$ cat src/rtl/rr_arb_pkg.sv
// Shared types and width helpers for the round-robin grant sequencer and its
// masked priority encoder.
package rr_arb_pkg;

  typedef enum logic [1:0] {IDLE, GRANT, POP} rr_state_t;

  // Index width for N requesters; never collapses to zero bits.
  function automatic int pick_idx_w(input int n);
    return (n > 1) ? $clog2(n) : 1;
  endfunction

  // Hold counter width; MAX_HOLD = 0 (no timeout) still gets a 1-bit counter.
  function automatic int hold_cnt_w(input int max_hold);
    return (max_hold > 0) ? $clog2(max_hold + 1) : 1;
  endfunction

endpackage

$ cat src/rtl/rr_grant_sequencer_if.sv
// Request-queue / resource-grant bundle between the queue head, the owners
// and the grant sequencer.
interface rr_grant_sequencer_if #(
  parameter int N = 4
);
  logic [N-1:0] req_vec;
  logic         req_valid;
  logic [N-1:0] done;
  logic [N-1:0] gnt;
  logic         gnt_valid;
  logic         pop;
  logic         timeout;
  logic         busy;

  modport master (
    output req_vec, req_valid, done,
    input  gnt, gnt_valid, pop, timeout, busy
  );

  modport slave (
    input  req_vec, req_valid, done,
    output gnt, gnt_valid, pop, timeout, busy
  );
endinterface

$ cat src/rtl/rr_pick.sv
// Combinational masked priority encoder: first set bit of mask scanning
// upward from ptr+1 with wrap-around.
module rr_pick
  import rr_arb_pkg::*;
#(
  parameter  int N  = 4,
  localparam int PW = pick_idx_w(N)
) (
  input  logic [N-1:0]  mask,
  input  logic [PW-1:0] ptr,
  output logic [PW-1:0] idx,
  output logic [N-1:0]  onehot
);

  // Scan farthest-to-nearest so the nearest set bit after ptr is written last.
  always_comb begin
    int j;
    j   = 0;
    idx = '0;
    for (int k = N; k >= 1; k--) begin
      j = (int'(ptr) + k) % N;
      if (mask[PW'(j)]) idx = PW'(j);
    end
  end

  assign onehot = (|mask) ? (N'(1) << idx) : '0;

endmodule

$ cat src/rtl/rr_grant_sequencer.sv
// Drains the head entry of the request queue by granting each set bit in
// round-robin order, then pulses pop to dequeue it.
module rr_grant_sequencer
  import rr_arb_pkg::*;
#(
  parameter int N        = 4,
  parameter int MAX_HOLD = 8
) (
  input logic                 clk,
  input logic                 rst,
  rr_grant_sequencer_if.slave bus
);

  localparam int PW = pick_idx_w(N);
  localparam int HW = hold_cnt_w(MAX_HOLD);
  localparam logic [HW-1:0] HOLD_LAST = HW'((MAX_HOLD > 0) ? MAX_HOLD - 1 : 0);

  rr_state_t     state_q;
  logic [N-1:0]  pending_q;
  logic [N-1:0]  gnt_q;
  logic [PW-1:0] ptr_q;
  logic [PW-1:0] cur_q;
  logic [HW-1:0] hold_q;
  logic          pop_q;
  logic          timeout_q;

  logic [N-1:0]  pending_n;
  logic [N-1:0]  pick_mask;
  logic [N-1:0]  pick_onehot;
  logic [PW-1:0] pick_ptr;
  logic [PW-1:0] pick_idx;
  logic          rel_done;
  logic          rel_timeout;

  assign rel_done    = |(bus.done & gnt_q);
  assign rel_timeout = (MAX_HOLD > 0) && (hold_q == HOLD_LAST);
  assign pending_n   = pending_q & ~gnt_q;

  // One encoder serves both the initial pick from the new head and the
  // follow-on pick from the remaining bits, scanning after the current owner.
  assign pick_mask = (state_q == IDLE) ? bus.req_vec : pending_n;
  assign pick_ptr  = (state_q == IDLE) ? ptr_q : cur_q;

  rr_pick #(.N(N)) u_pick (
    .mask   (pick_mask),
    .ptr    (pick_ptr),
    .idx    (pick_idx),
    .onehot (pick_onehot)
  );

  always_ff @(posedge clk or posedge rst) begin
    if (rst) begin
      state_q   <= IDLE;
      pending_q <= '0;
      gnt_q     <= '0;
      ptr_q     <= PW'(N - 1);
      cur_q     <= '0;
      hold_q    <= '0;
      pop_q     <= 1'b0;
      timeout_q <= 1'b0;
    end else begin
      pop_q     <= 1'b0;
      timeout_q <= 1'b0;
      case (state_q)
        IDLE: begin
          if (bus.req_valid && (|bus.req_vec)) begin
            state_q   <= GRANT;
            pending_q <= bus.req_vec;
            gnt_q     <= pick_onehot;
            cur_q     <= pick_idx;
            hold_q    <= '0;
          end
        end
        GRANT: begin
          // The queue already discarded the entry: drop everything, no pop.
          if (!bus.req_valid) begin
            state_q   <= IDLE;
            pending_q <= '0;
            gnt_q     <= '0;
            hold_q    <= '0;
          end else if (rel_done || rel_timeout) begin
            ptr_q     <= cur_q;
            hold_q    <= '0;
            timeout_q <= !rel_done;
            if (|pending_n) begin
              pending_q <= pending_n;
              gnt_q     <= pick_onehot;
              cur_q     <= pick_idx;
            end else begin
              state_q   <= POP;
              pending_q <= '0;
              gnt_q     <= '0;
              pop_q     <= 1'b1;
            end
          end else begin
            hold_q <= hold_q + 1'b1;
          end
        end
        POP:     state_q <= IDLE;
        default: state_q <= IDLE;
      endcase
    end
  end

  assign bus.gnt       = gnt_q;
  assign bus.gnt_valid = |gnt_q;
  assign bus.pop       = pop_q;
  assign bus.timeout   = timeout_q;
  assign bus.busy      = (state_q != IDLE);

endmodule

$ cat src/flat_wrapper.sv
// flat-port wrapper written by rule: the top's interface ports become plain ports
module rr_grant_sequencer_flat import rr_arb_pkg::*;
#(
  parameter int N        = 4,
  parameter int MAX_HOLD = 8
)
  (clk, rst, bus_req_vec, bus_req_valid, bus_done, bus_gnt, bus_gnt_valid, bus_pop, bus_timeout, bus_busy);
  rr_grant_sequencer_if #(.N(N)) bus_i ();
  input logic clk;
  input logic rst;
  input wire logic [$bits(bus_i.req_vec)-1:0] bus_req_vec;
  input wire logic [$bits(bus_i.req_valid)-1:0] bus_req_valid;
  input wire logic [$bits(bus_i.done)-1:0] bus_done;
  output wire logic [$bits(bus_i.gnt)-1:0] bus_gnt;
  output wire logic [$bits(bus_i.gnt_valid)-1:0] bus_gnt_valid;
  output wire logic [$bits(bus_i.pop)-1:0] bus_pop;
  output wire logic [$bits(bus_i.timeout)-1:0] bus_timeout;
  output wire logic [$bits(bus_i.busy)-1:0] bus_busy;
  assign bus_i.req_vec = bus_req_vec;
  assign bus_i.req_valid = bus_req_valid;
  assign bus_i.done = bus_done;
  assign bus_gnt = bus_i.gnt;
  assign bus_gnt_valid = bus_i.gnt_valid;
  assign bus_pop = bus_i.pop;
  assign bus_timeout = bus_i.timeout;
  assign bus_busy = bus_i.busy;
  rr_grant_sequencer #(.N(N), .MAX_HOLD(MAX_HOLD)) u_core (.clk(clk), .rst(rst), .bus(bus_i));
endmodule
$ cat config.mk
export PLATFORM = sky130hd
export DESIGN_NAME = rr_grant_sequencer_flat
export DESIGN_NICKNAME = d
export VERILOG_FILES = /design/src/rtl/rr_arb_pkg.sv /design/src/rtl/rr_grant_sequencer_if.sv /design/src/rtl/rr_pick.sv /design/src/rtl/rr_grant_sequencer.sv /design/src/flat_wrapper.sv
export SDC_FILE = /design/constraint.sdc
export NUM_CORES = 1
export LEC_CHECK = 0
export BUFFER_PORTS_ARGS = -buffer_cell sky130_fd_sc_hd__buf_2
export CAP_MARGIN = 20
export CORE_MARGIN = 3
export CORE_UTILIZATION = 59
export DETAILED_ROUTE_END_ITERATION = 10
export GPL_TIMING_DRIVEN = 0
export PLACE_DENSITY_LB_ADDON = 0.15
export SLEW_MARGIN = 5
export SYNTH_ARGS = -nofsm -noshare
export SYNTH_HDL_FRONTEND = slang
export SYNTH_SLANG_ARGS = --single-unit
$ cat constraint.sdc
create_clock -name clk -period 3.3 [get_ports clk]
set_clock_uncertainty 0.05 [all_clocks]
set_input_delay 0.99 -clock clk [delete_from_list [all_inputs] [get_ports clk]]
set_output_delay 0.99 -clock clk [all_outputs]
set_load 0.005 [all_outputs]
# == Word-level counts from Yosys, hierarchy flattened ==
# Cells that the tools add are included.
# word_totals
ff_bits,20
latch_bits,0
ramBits,0
rom_bits,0
out_inout_bits,8
word_cells,95
n_memories,0
# classes
addsub,5
mul,0
n_div,0
magnitude_cmp,4
eq_ne,8
n_shift,1
muxes,50
n_bitwise,3
reduce_logical,16
# op_table
cell,count
2-to-1 mux 4 bit,13
2-to-1 mux 2 bit,13
case mux 4 bit (2 select lines),3
OR reduction 4 bit,5
< comparator 2 x 4 -> 1 bit (second input constant),4
2-to-1 mux 1 bit,15
AND reduction 3 bit,3
bitwise AND 4 bit,2
binary-select mux 1 bit (select 2 bit),4
case mux 2 bit (2 select lines),2
AND reduction 5 bit,1
adder 2 x 1 -> 2 bit (second input constant),2
adder 2 bit (second input constant),2
adder 4 x 1 -> 4 bit (second input constant),1
== test 4 x 3 -> 1 bit (second input constant),1
inequality test 2 x 1 -> 1 bit (second input constant),2
inequality test 2 bit (second input constant),2
inverter 4 bit,1
nonzero test 2 bit,2
left shift 1 x 2 -> 4 bit (first input constant),1
inequality test 3 x 2 -> 1 bit (second input constant),1
inequality test 3 bit (second input constant),1
== test 2 x 1 -> 1 bit (second input constant),1
logical NOT 2 bit,1
4 further kinds,4

# == Depth between registers and ports, before layout ==
# Gate-level depths: netlist (run 1).
# logic_depth
ltp_word,16
depth_mapped,7

# == Modules after synthesis ==
# Synthesis (run 1) repeated with hierarchy kept, for this count alone.
# unflattened
hier_cells,131
hier_area_um2,1337.5
# modules_own_cells
mod,instances,cells_each,area_per_inst_um2,seq_area_each_um2
rr_grant_sequencer,1,98,1107.3,503.0
rr_pick,1,33,230.2,0.0

# == Worst setup path after synthesis (run 1) ==
# Ideal clock, no wire load.
# synth_timing
kind,in2reg
startpoint,input bus_req_vec[0]
endpoint,"register u_core.gnt_q[2], in the netlist u_core.bus.gnt[2]"
setup_ns,0.121
arrival_ns,2.169
setup_slack_ns,0.960
cell_stages,6
cell_sequence,o41a_1 > o21a_1 > and2b_4 > o311ai_4 > nor2_2 > a22o_1
# synth_between
elab_chain_len,14
word_cells_on_any_way,29
# synth_rtl
item,line,text
start: declaration,flat_wrapper.sv:11,input wire logic [$bits(bus_i.req_vec)-1:0] bus_req_vec;
2-to-1 mux 4 bit,rr_grant_sequencer.sv:41,assign pick_mask = (state_q == IDLE) ? bus.req_vec : pending_n;
binary-select mux 1 bit (select 2 bit),rr_pick.sv:22,if (mask[PW'(j)]) idx = PW'(j);
2-to-1 mux 1 bit (not written as such) (2 in series),rr_pick.sv:22,
2-to-1 mux 2 bit (4 in series),rr_pick.sv:22,
left shift 1 x 2 -> 4 bit,rr_pick.sv:26,assign onehot = (|mask) ? (N'(1) << idx) : '0;
2-to-1 mux 4 bit,rr_pick.sv:26,
2-to-1 mux 4 bit,rr_grant_sequencer.sv:85,if (|pending_n) begin
2-to-1 mux 4 bit,rr_grant_sequencer.sv:81,end else if (rel_done || rel_timeout) begin
2-to-1 mux 4 bit,rr_grant_sequencer.sv:76,if (!bus.req_valid) begin
case mux 4 bit (2 select lines),rr_grant_sequencer.sv:64,case (state_q)
end signal: assignment,rr_grant_sequencer.sv:69,gnt_q <= pick_onehot;
end signal: assignment,rr_grant_sequencer.sv:87,gnt_q <= pick_onehot;
end: declaration,rr_grant_sequencer.sv:20,logic [N-1:0] gnt_q;
# Several ways; a longest one is shown, not always the timed one. The select of a mux whose other input is x is not followed.
# A chain may end at the register's enable or synchronous reset.

# == Worst setup path in the final report (run 1) ==
# layout_timing
startpoint,"register u_core.gnt_q[3], in the netlist u_core.bus.gnt[3]"
endpoint,output bus_gnt_valid
# layout_between
elab_chain_len,1
# layout_rtl
item,line,text
OR reduction 4 bit,rr_grant_sequencer.sv:106,assign bus.gnt_valid = |gnt_q;
end: declaration,flat_wrapper.sv:15,output wire logic [$bits(bus_i.gnt_valid)-1:0] bus_gnt_valid;
# No other way between the ends.

==> results of run 1 <==
## cells by family after synthesis
| group | after synthesis |
|---|---|
| XOR/XNOR | 1 |
| adder cells (fa/ha/maj) | 1 |
| flip-flops | 20 |
| AO/OA/AOI/OAI | 35 |
| AND/OR/NAND/NOR | 32 |
| buffers and inverters | 6 |
| multiplexers | 9 |
## power breakdown
part | switching [mW] | internal, mW | total [mW]
Sequential | 0.0668 | 0.323 | 0.390
Combinational | 0.249 | 0.232 | 0.480
Clock | 0.0826 | 0.0676 | 0.150
Total | 0.398 | 0.623 | 1.02
## state kept, by name, summed over array words and instances (netlist names)
| register | count |
|---|---|
| u_core.pending_q | 4 |
| u_core.cur_q | 2 |
| u_core.bus.timeout | 1 |
| u_core.hold_q | 4 |
| u_core.ptr_q | 2 |
| u_core.state_q | 2 |
| u_core.bus.gnt | 4 |
| u_core.bus.pop | 1 |
## worst max-delay path, cell delays in order (launching register included)
cell and delay (ns):
sky130_fd_sc_hd__dfrtp_1 0.46, sky130_fd_sc_hd__or4_1 0.53, sky130_fd_sc_hd__buf_2 0.14
## synthesized netlist by cell type
cell                       count  area [sq um]
sky130_fd_sc_hd__nor3b_2       1          12.5
sky130_fd_sc_hd__and2_1        2          12.5
sky130_fd_sc_hd__inv_1         5          18.8
sky130_fd_sc_hd__nand2b_1      3          18.8
sky130_fd_sc_hd__dfrtp_1      18           450
sky130_fd_sc_hd__a221oi_2      1          15.0
sky130_fd_sc_hd__nor2_8        1          20.0
sky130_fd_sc_hd__a22o_1       10          87.6
sky130_fd_sc_hd__nor2_1        5          18.8
sky130_fd_sc_hd__nor2b_4       1          13.8
sky130_fd_sc_hd__o21ai_1       2          10.0
sky130_fd_sc_hd__nand3b_1      1          7.51
sky130_fd_sc_hd__nor2_2        1          6.26
sky130_fd_sc_hd__nor2b_1       5          31.3
sky130_fd_sc_hd__nand2_1       5          18.8
sky130_fd_sc_hd__o41a_1        1          11.3
sky130_fd_sc_hd__ha_1          1          12.5
sky130_fd_sc_hd__mux2i_2       2          27.5
sky130_fd_sc_hd__nor4_1        1          6.26
sky130_fd_sc_hd__nand3b_4      1          20.0
sky130_fd_sc_hd__dfstp_2       2          52.6
sky130_fd_sc_hd__or3_1         1          6.26
sky130_fd_sc_hd__o21ai_0       9          45.0
sky130_fd_sc_hd__a211o_1       1          8.76
sky130_fd_sc_hd__mux2_4        1          15.0
sky130_fd_sc_hd__nand4_1       1          6.26
sky130_fd_sc_hd__buf_6         1          11.3
sky130_fd_sc_hd__mux2_2        4          45.0
sky130_fd_sc_hd__o21a_1        1          7.51
sky130_fd_sc_hd__o311ai_4      1          26.3
sky130_fd_sc_hd__mux2i_4       1          22.5
sky130_fd_sc_hd__a221o_1       1          10.0
sky130_fd_sc_hd__nor4b_4       1          23.8
sky130_fd_sc_hd__mux2i_1       1          10.0
sky130_fd_sc_hd__xor2_1        1          8.76
sky130_fd_sc_hd__a21oi_1       6          30.0
sky130_fd_sc_hd__and2b_4       1          10.0
sky130_fd_sc_hd__o221a_2       1          11.3
sky130_fd_sc_hd__or4_1         1          7.51
sky130_fd_sc_hd__a21o_1        1          7.51
## worst max-delay path by stage
stage / endpoint / cells after the start
detailed placement: u_core.bus.gnt[3]$_DFFE_PP0P_ / 7
floorplan: u_core.bus.gnt[2]$_DFFE_PP0P_ / 6
global placement: u_core.bus.gnt[3]$_DFFE_PP0P_ / 7
global route: bus_gnt_valid / 2
CTS: bus_gnt_valid / 2
finish: bus_gnt_valid / 2
## layout make-up
class	count	share of cell area (%)
Buffer	1	0.839
Clock buffer	4	2.70
Inverter	5	1.40
Multi-Input combinational cell	78	48.6
Sequential cell	20	37.5
Tap cell	25	2.33
Timing Repair Buffer	18	6.71
## through the flow
stage	setup WS, ns	instance area (sq um)	cells	total power, mW
3_5_place_dp	0.722	1310	147	0.871
6_report	0.821	1340	151	1.02
2_1_floorplan	0.960	1180	104	0.750
5_1_grt	0.770	1340	151	1.09
4_1_cts	0.831	1340	151	1.02
3_3_place_gp	0.711	1310	147	0.848
## metal layers
metal | GRT usage (%) | vias up | wire (microns)
met1 | 27.1 | 442 | 1030
li1 | - | 436 | -
met5 | 0 | - | 0
met4 | 10.8 | 0 | 59
met2 | 35.0 | 29 | 1250
met3 | 5.83 | 8 | 129
## cell usage in the layout (no fill, tap or decap), types with 3 or more instances in the layout
cell,instances
sky130_fd_sc_hd__clkbuf_4,3
sky130_fd_sc_hd__dfrtp_1,18
sky130_fd_sc_hd__nor2b_1,5
sky130_fd_sc_hd__nand2_1,5
sky130_fd_sc_hd__nand2b_1,3
sky130_fd_sc_hd__a21oi_1,6
sky130_fd_sc_hd__a22o_1,10
sky130_fd_sc_hd__inv_1,5
sky130_fd_sc_hd__nor2_1,5
sky130_fd_sc_hd__mux2_2,4
sky130_fd_sc_hd__buf_2,18
sky130_fd_sc_hd__o21ai_0,9
==> results_tabular.tex, run 1 <==
\begin{tabular}{lr}
\hline
Metric & Value \\
\hline
\multicolumn{2}{l}{\textbf{Floorplanning}} \\
Number of top-level design ports & 19 \\
Initial Util & 65.8\% \\
Row cnt & 15 \\
Overall die area & 0.00258 sq mm \\
DIE WIDTH & about 50 microns \\
Core area & 0.00180 sq mm \\
Die Ht & 50.8 microns \\
\multicolumn{2}{l}{\textbf{Layout}} \\
Combined flip-flop and latch cell area & around 500 sq um \\
Number of inserted diodes & 0 \\
Net count of the finished layout & 139 \\
Share of cells above drive strength 1 & 34.1\% \\
Multi-input combinational cell area & 652 sq um \\
\# fillers & around 150 \\
Layout overhead on the synthesized area & 13.3\% \\
Final Core Density & 74.5\% \\
\multicolumn{2}{l}{\textbf{STA}} \\
Final slew viol count & 0 \\
Unrepaired setup endpoints after global routing & no \\
Post-route clock period utilization & 75.1\% \\
Worst hold slack & 0.457 ns \\
\# setup viols final & 0 \\
Summed negative setup slack over all endpoints & 0 ns \\
Maximum achievable frequency & 403 MHz \\
Min Clock Period, post-route & around 2.5 ns \\
Hold Violations, Final & 0 \\
Max transition margin & 51.2\% \\
Worst Tran Pin Value & 0.731 ns \\
\multicolumn{2}{l}{\textbf{Worst hold path}} \\
Hold Path Class & reg2reg \\
Hold Crit Start & u\_core.pending\_q[0]\$\_DFFE\_PP0P\_ \\
Min-Delay Endpoint & u\_core.pending\_q[0]\$\_DFFE\_PP0P\_ \\
Number of instances on the worst hold path & 1 \\
\multicolumn{2}{l}{\textbf{Clock network}} \\
TritonCTS Sinks & 20 \\
Clk buf depth & 2 \\
Clock transition at path regs & between 0.1 and 0.15 ns \\
Number of buffers inserted by post-CTS setup repair & 0 \\
Number of buffers inserted by hold repair at cts & 0 \\
Post-CTS sizing & 0 \\
Clock latency at the later pin of the worst-skew pair & 0.32 ns \\
Cell chosen for the clock root & sky130\_fd\_sc\_hd\_\_clkbuf\_4 \\
Number of buffers inserted during clock tree synthesis & 3 \\
H-Tree Depth & 1 \\
CTS tree & yes \\
\multicolumn{2}{l}{\textbf{Global routing}} \\
Wire length of the first global-routing pass & 4150 microns \\
Number of global-route vias before repair & 928 \\
Aggregate global routing overflow & 0 \\
Overall fraction of global-route tracks in use & 21.8\% \\
Initial antenna violation count & 0 \\
Largest net degree at the start of global routing & 21 \\
\multicolumn{2}{l}{\textbf{Synthesis}} \\
Number of library cell types mapped by synthesis & 40 \\
Fraction of the mapped netlist area in compound gates & 22.8\% \\
Sequential element share of the synthesized area & 42.4\% \\
Flop and latch count out of synthesis & 20 \\
Synthesized area divided by synthesized cell count & 11.4 sq um \\
Main combinational cell family by area after synthesis & compound AO/OA/AOI/OAI gates \\
Cells after synthesis & 104 \\
Post-Synth Adder-Cell Area & 1.06\% \\
Simple logic cell fraction of the synthesized area & 20.3\% \\
Yosys warning total & 0 \\
Mapped cell area & around 0.0012 sq mm \\
Multiplexer share of the synthesized area & 10.1\% \\
Synth Area in XOR/XNOR & 0.739\% \\
Synthesized Nets & 116 \\
\multicolumn{2}{l}{\textbf{Critical path}} \\
CP endpoint kind & primary output \\
Category of the most critical setup path & reg2out \\
Register-to-register setup slack & roughly 1.3 ns \\
Max FO, Critical Path & 6 \\
Worst flop-to-flop path startpoint & u\_core.state\_q[1]\$\_DFFE\_PP0P\_ \\
Path depth of the worst reg2reg path & 6 \\
Data required time of the critical path & between 2 and 2.5 ns \\
Worst Path Arrival & 1.44 ns \\
Worst setup path start & u\_core.bus.gnt[3]\$\_DFFE\_PP0P\_ \\
Reg-to-reg critical path endpoint & u\_core.bus.gnt[2]\$\_DFFE\_PP0P\_ \\
Startpoint type of the worst setup path & flip-flop \\
\multicolumn{2}{l}{\textbf{Detailed routing}} \\
Remaining antenna violation count & 0 \\
Sum of routed wire length over all layers & between 2000 and 2500 microns \\
Remaining design rule violation count & 0 \\
Drt pass-1 iters & 4 \\
Number of vias after detailed routing & between 900 and 1000 \\
Violation count after the first detailed-routing iteration & 24 \\
Via-per-instance ratio & 6.06 \\
Wire length per cell & 16.3 microns \\
\multicolumn{2}{l}{\textbf{Placement}} \\
Routability congestion estimate & 0.763 \\
IO Port Bufs & 18 \\
Detailed Place HPWL & 1810 microns \\
\multicolumn{2}{l}{\textbf{Status}} \\
Result of the run & completed \\
\multicolumn{2}{l}{\textbf{Power and ir drop}} \\
Leakage & around 0.64 nW \\
Maximum VDD drop & 0.000644 V \\
Power density over the cells & 760 mW/mm\^{}2 \\
\multicolumn{2}{l}{\textbf{Job}} \\
Max-capacitance violation count & 0 \\
\hline
\end{tabular}
(Power assumes the default switching activity.)
==> inputs of run 2 (changes only) <==
Settings changed: CORE_UTILIZATION 59 to 55.
Clock period 3.3 ns to 2.55 ns, I/O delays scaled along.
==> run 2 against run 1 <==
Net effect:
- clock power increased by 3%
- utilization is 7.8 points lower
- cell count is 1.3% higher
- sequential cell count unchanged
- clock-buffer cell count is the same
- largest cell class unchanged
==> results_tabular.tex, run 2 (synthesized netlist as in run 1, its figures left out) <==
\begin{tabular}{lr}
\hline
Metric & Value \\
\hline
\multicolumn{2}{l}{\textbf{Worst hold path}} \\
Number of instances on the worst hold path & 1 \\
Hold Path Class & reg2reg \\
Min-Delay Endpoint & u\_core.pending\_q[1]\$\_DFFE\_PP0P\_ \\
Hold Crit Start & u\_core.pending\_q[1]\$\_DFFE\_PP0P\_ \\
\multicolumn{2}{l}{\textbf{Clock network}} \\
H-Tree Depth & 1 \\
TritonCTS Sinks & 20 \\
Number of buffers inserted by hold repair at cts & 0 \\
Post-CTS sizing & 0 \\
Number of buffers inserted during clock tree synthesis & 3 \\
Clock latency at the later pin of the worst-skew pair & 0.30 ns \\
Cell chosen for the clock root & sky130\_fd\_sc\_hd\_\_clkbuf\_4 \\
Clock transition at path regs & 0.10 ns \\
Number of buffers inserted by post-CTS setup repair & 0 \\
CTS tree & yes \\
Clk buf depth & 2 \\
\multicolumn{2}{l}{\textbf{Detailed routing}} \\
Drt pass-1 iters & 4 \\
Number of vias after detailed routing & 882 \\
Remaining antenna violation count & 0 \\
Wire length per cell & approximately 15 microns \\
Violation count after the first detailed-routing iteration & 18 \\
Remaining design rule violation count & 0 \\
Sum of routed wire length over all layers & about 2300 microns \\
Via-per-instance ratio & around 5.8 \\
\multicolumn{2}{l}{\textbf{Critical path}} \\
Max stage delay cell, worst path & sky130\_fd\_sc\_hd\_\_or4\_1 \\
Startpoint type of the worst setup path & flip-flop \\
Path depth of the worst reg2reg path & 6 \\
Critical path, cell by cell & or4\_1 -> buf\_2 \\
Critical path buffer and inverter count & 1 \\
Max FO, Critical Path & 6 \\
Worst flop-to-flop path startpoint & u\_core.state\_q[1]\$\_DFFE\_PP0P\_ \\
Data required time of the critical path & approximately 1.7 ns \\
Crit path largest cell delay & approximately 0.52 ns \\
Category of the most critical setup path & reg2out \\
Worst Path Arrival & 1.39 ns \\
CP endpoint kind & primary output \\
Reg-to-reg critical path endpoint & u\_core.bus.gnt[2]\$\_DFFE\_PP0P\_ \\
Register-to-register setup slack & 0.48 ns \\
Cell family with most CP delay & simple AND/OR/NAND/NOR gates \\
\multicolumn{2}{l}{\textbf{Floorplanning}} \\
Core area & 0.00200 sq mm \\
DIE WIDTH & 52.4 microns \\
Row cnt & 16 \\
Die Ht & 52.4 microns \\
Number of top-level design ports & 19 \\
Initial Util & 59.2\% \\
Overall die area & between 0.002 and 0.003 sq mm \\
\multicolumn{2}{l}{\textbf{Power and ir drop}} \\
Power density over the cells & approximately 950 mW/mm\^{}2 \\
Total power draw & roughly 1.3 mW \\
Part of the power in registers & roughly 40\% \\
Share of power burned in combinational logic & 48.0\% \\
Leakage & 0.635 nW \\
Clock network power share & 12.3\% \\
Internal power consumption & 779 uW \\
Switching power total & 488 uW \\
Maximum VDD drop & 0.000591 V \\
Switching portion of total power & 38.5\% \\
\multicolumn{2}{l}{\textbf{Layout}} \\
Final std cells w/o fill & 153 \\
Layout overhead on the synthesized area & 12.7\% \\
\# fillers & 172 \\
Net count of the finished layout & between 100 and 150 \\
Final Core Density & 66.7\% \\
Commonest cells after routing, fill and taps aside & sky130\_fd\_sc\_hd\_\_buf\_2 (18), sky130\_fd\_sc\_hd\_\_dfrtp\_1 (18), sky130\_fd\_sc\_hd\_\_a22o\_1 (10) \\
Share of cells above drive strength 1 & 33.3\% \\
Final design area excluding fillers & 0.00134 sq mm \\
Number of inserted diodes & 0 \\
\multicolumn{2}{l}{\textbf{Status}} \\
Result of the run & completed \\
\multicolumn{2}{l}{\textbf{Placement}} \\
Detailed Place HPWL & approximately 1800 microns \\
IO Port Bufs & 18 \\
Routability congestion estimate & 0.872 \\
Worst setup slack after placement & about 0.18 ns \\
Total cell area at the placement stage & 0.00131 sq mm \\
DP Cell Count & 149 \\
\multicolumn{2}{l}{\textbf{STA}} \\
Final slew viol count & 0 \\
Min Clock Period, post-route & 2.21 ns \\
\# setup viols final & 0 \\
Maximum achievable frequency & roughly 450 MHz \\
Hold Violations, Final & 0 \\
Unrepaired setup endpoints after global routing & no \\
Max transition margin & 52.6\% \\
Summed negative setup slack over all endpoints & 0 ns \\
Post-route clock period utilization & 86.6\% \\
Worst hold slack & roughly 0.46 ns \\
Post-route setup slack & about 0.34 ns \\
Worst Tran Pin Value & 0.711 ns \\
\multicolumn{2}{l}{\textbf{Global routing}} \\
Wire length of the first global-routing pass & 3960 microns \\
Overall fraction of global-route tracks in use & 19.7\% \\
Layer with the highest usage after global routing & met2 \\
Met1 routing resource usage after global routing & 28.0\% \\
Number of global-route vias before repair & 878 \\
Met2 Resource Use GR & 30.2\% \\
Largest net degree at the start of global routing & 21 \\
Aggregate global routing overflow & 0 \\
Initial antenna violation count & 0 \\
Met3 usage in global routing & 2.85\% \\
\multicolumn{2}{l}{\textbf{Job}} \\
Max-capacitance violation count & 0 \\
\hline
\end{tabular}
==> run 2: per-layer routing <==
layer / vias up / routed length (microns) / share of wire, %
met4: 0 / 22 / 0.97
met5: - / 0 / 0
li1: 432 / - / -
met2: 39 / 1020 / 45
met3: 3 / 172 / 7.6
met1: 408 / 1060 / 47
==> run 2: area by class of cell <==
cell class	count	area, sq um	share of cell area, %
buffer	1	11.3	0.843
clock buffer	4	26.3	1.97
inverter	5	18.8	1.41
multi-input combinational	78	652	48.8
sequential	20	503	37.7
tap	27	33.8	2.53
timing repair buffer	18	90.1	6.75
==> run 2: how the worst max path moves through the flow <==
| stage | startpoint | end | slack [ns] | depth (start not counted) |
|---|---|---|---|---|
| final | u_core.bus.gnt[3]$_DFFE_PP0P_ | bus_gnt_valid | 0.34 | 2 |
| after global routing | u_core.bus.gnt[3]$_DFFE_PP0P_ | bus_gnt_valid | 0.26 | 2 |
| after CTS | u_core.bus.gnt[3]$_DFFE_PP0P_ | bus_gnt_valid | 0.33 | 2 |
| after detailed placement | bus_req_vec[0] | u_core.bus.gnt[2]$_DFFE_PP0P_ | 0.18 | 7 |
| after global placement | bus_req_vec[0] | u_core.bus.gnt[3]$_DFFE_PP0P_ | 0.19 | 7 |
| after floorplan | bus_req_vec[0] | u_core.bus.gnt[2]$_DFFE_PP0P_ | 0.44 | 6 |
==> run 2: power by group through the flow <==
stage | combinational (mW) | sequential (mW) | clock [mW]
6_report | 0.608 | 0.504 | 0.155
5_1_grt | 0.677 | 0.521 | 0.172
4_1_cts | 0.610 | 0.503 | 0.160
3_5_place_dp | 0.609 | 0.507 | 0
3_3_place_gp | 0.594 | 0.505 | 0
2_1_floorplan | 0.483 | 0.488 | 0
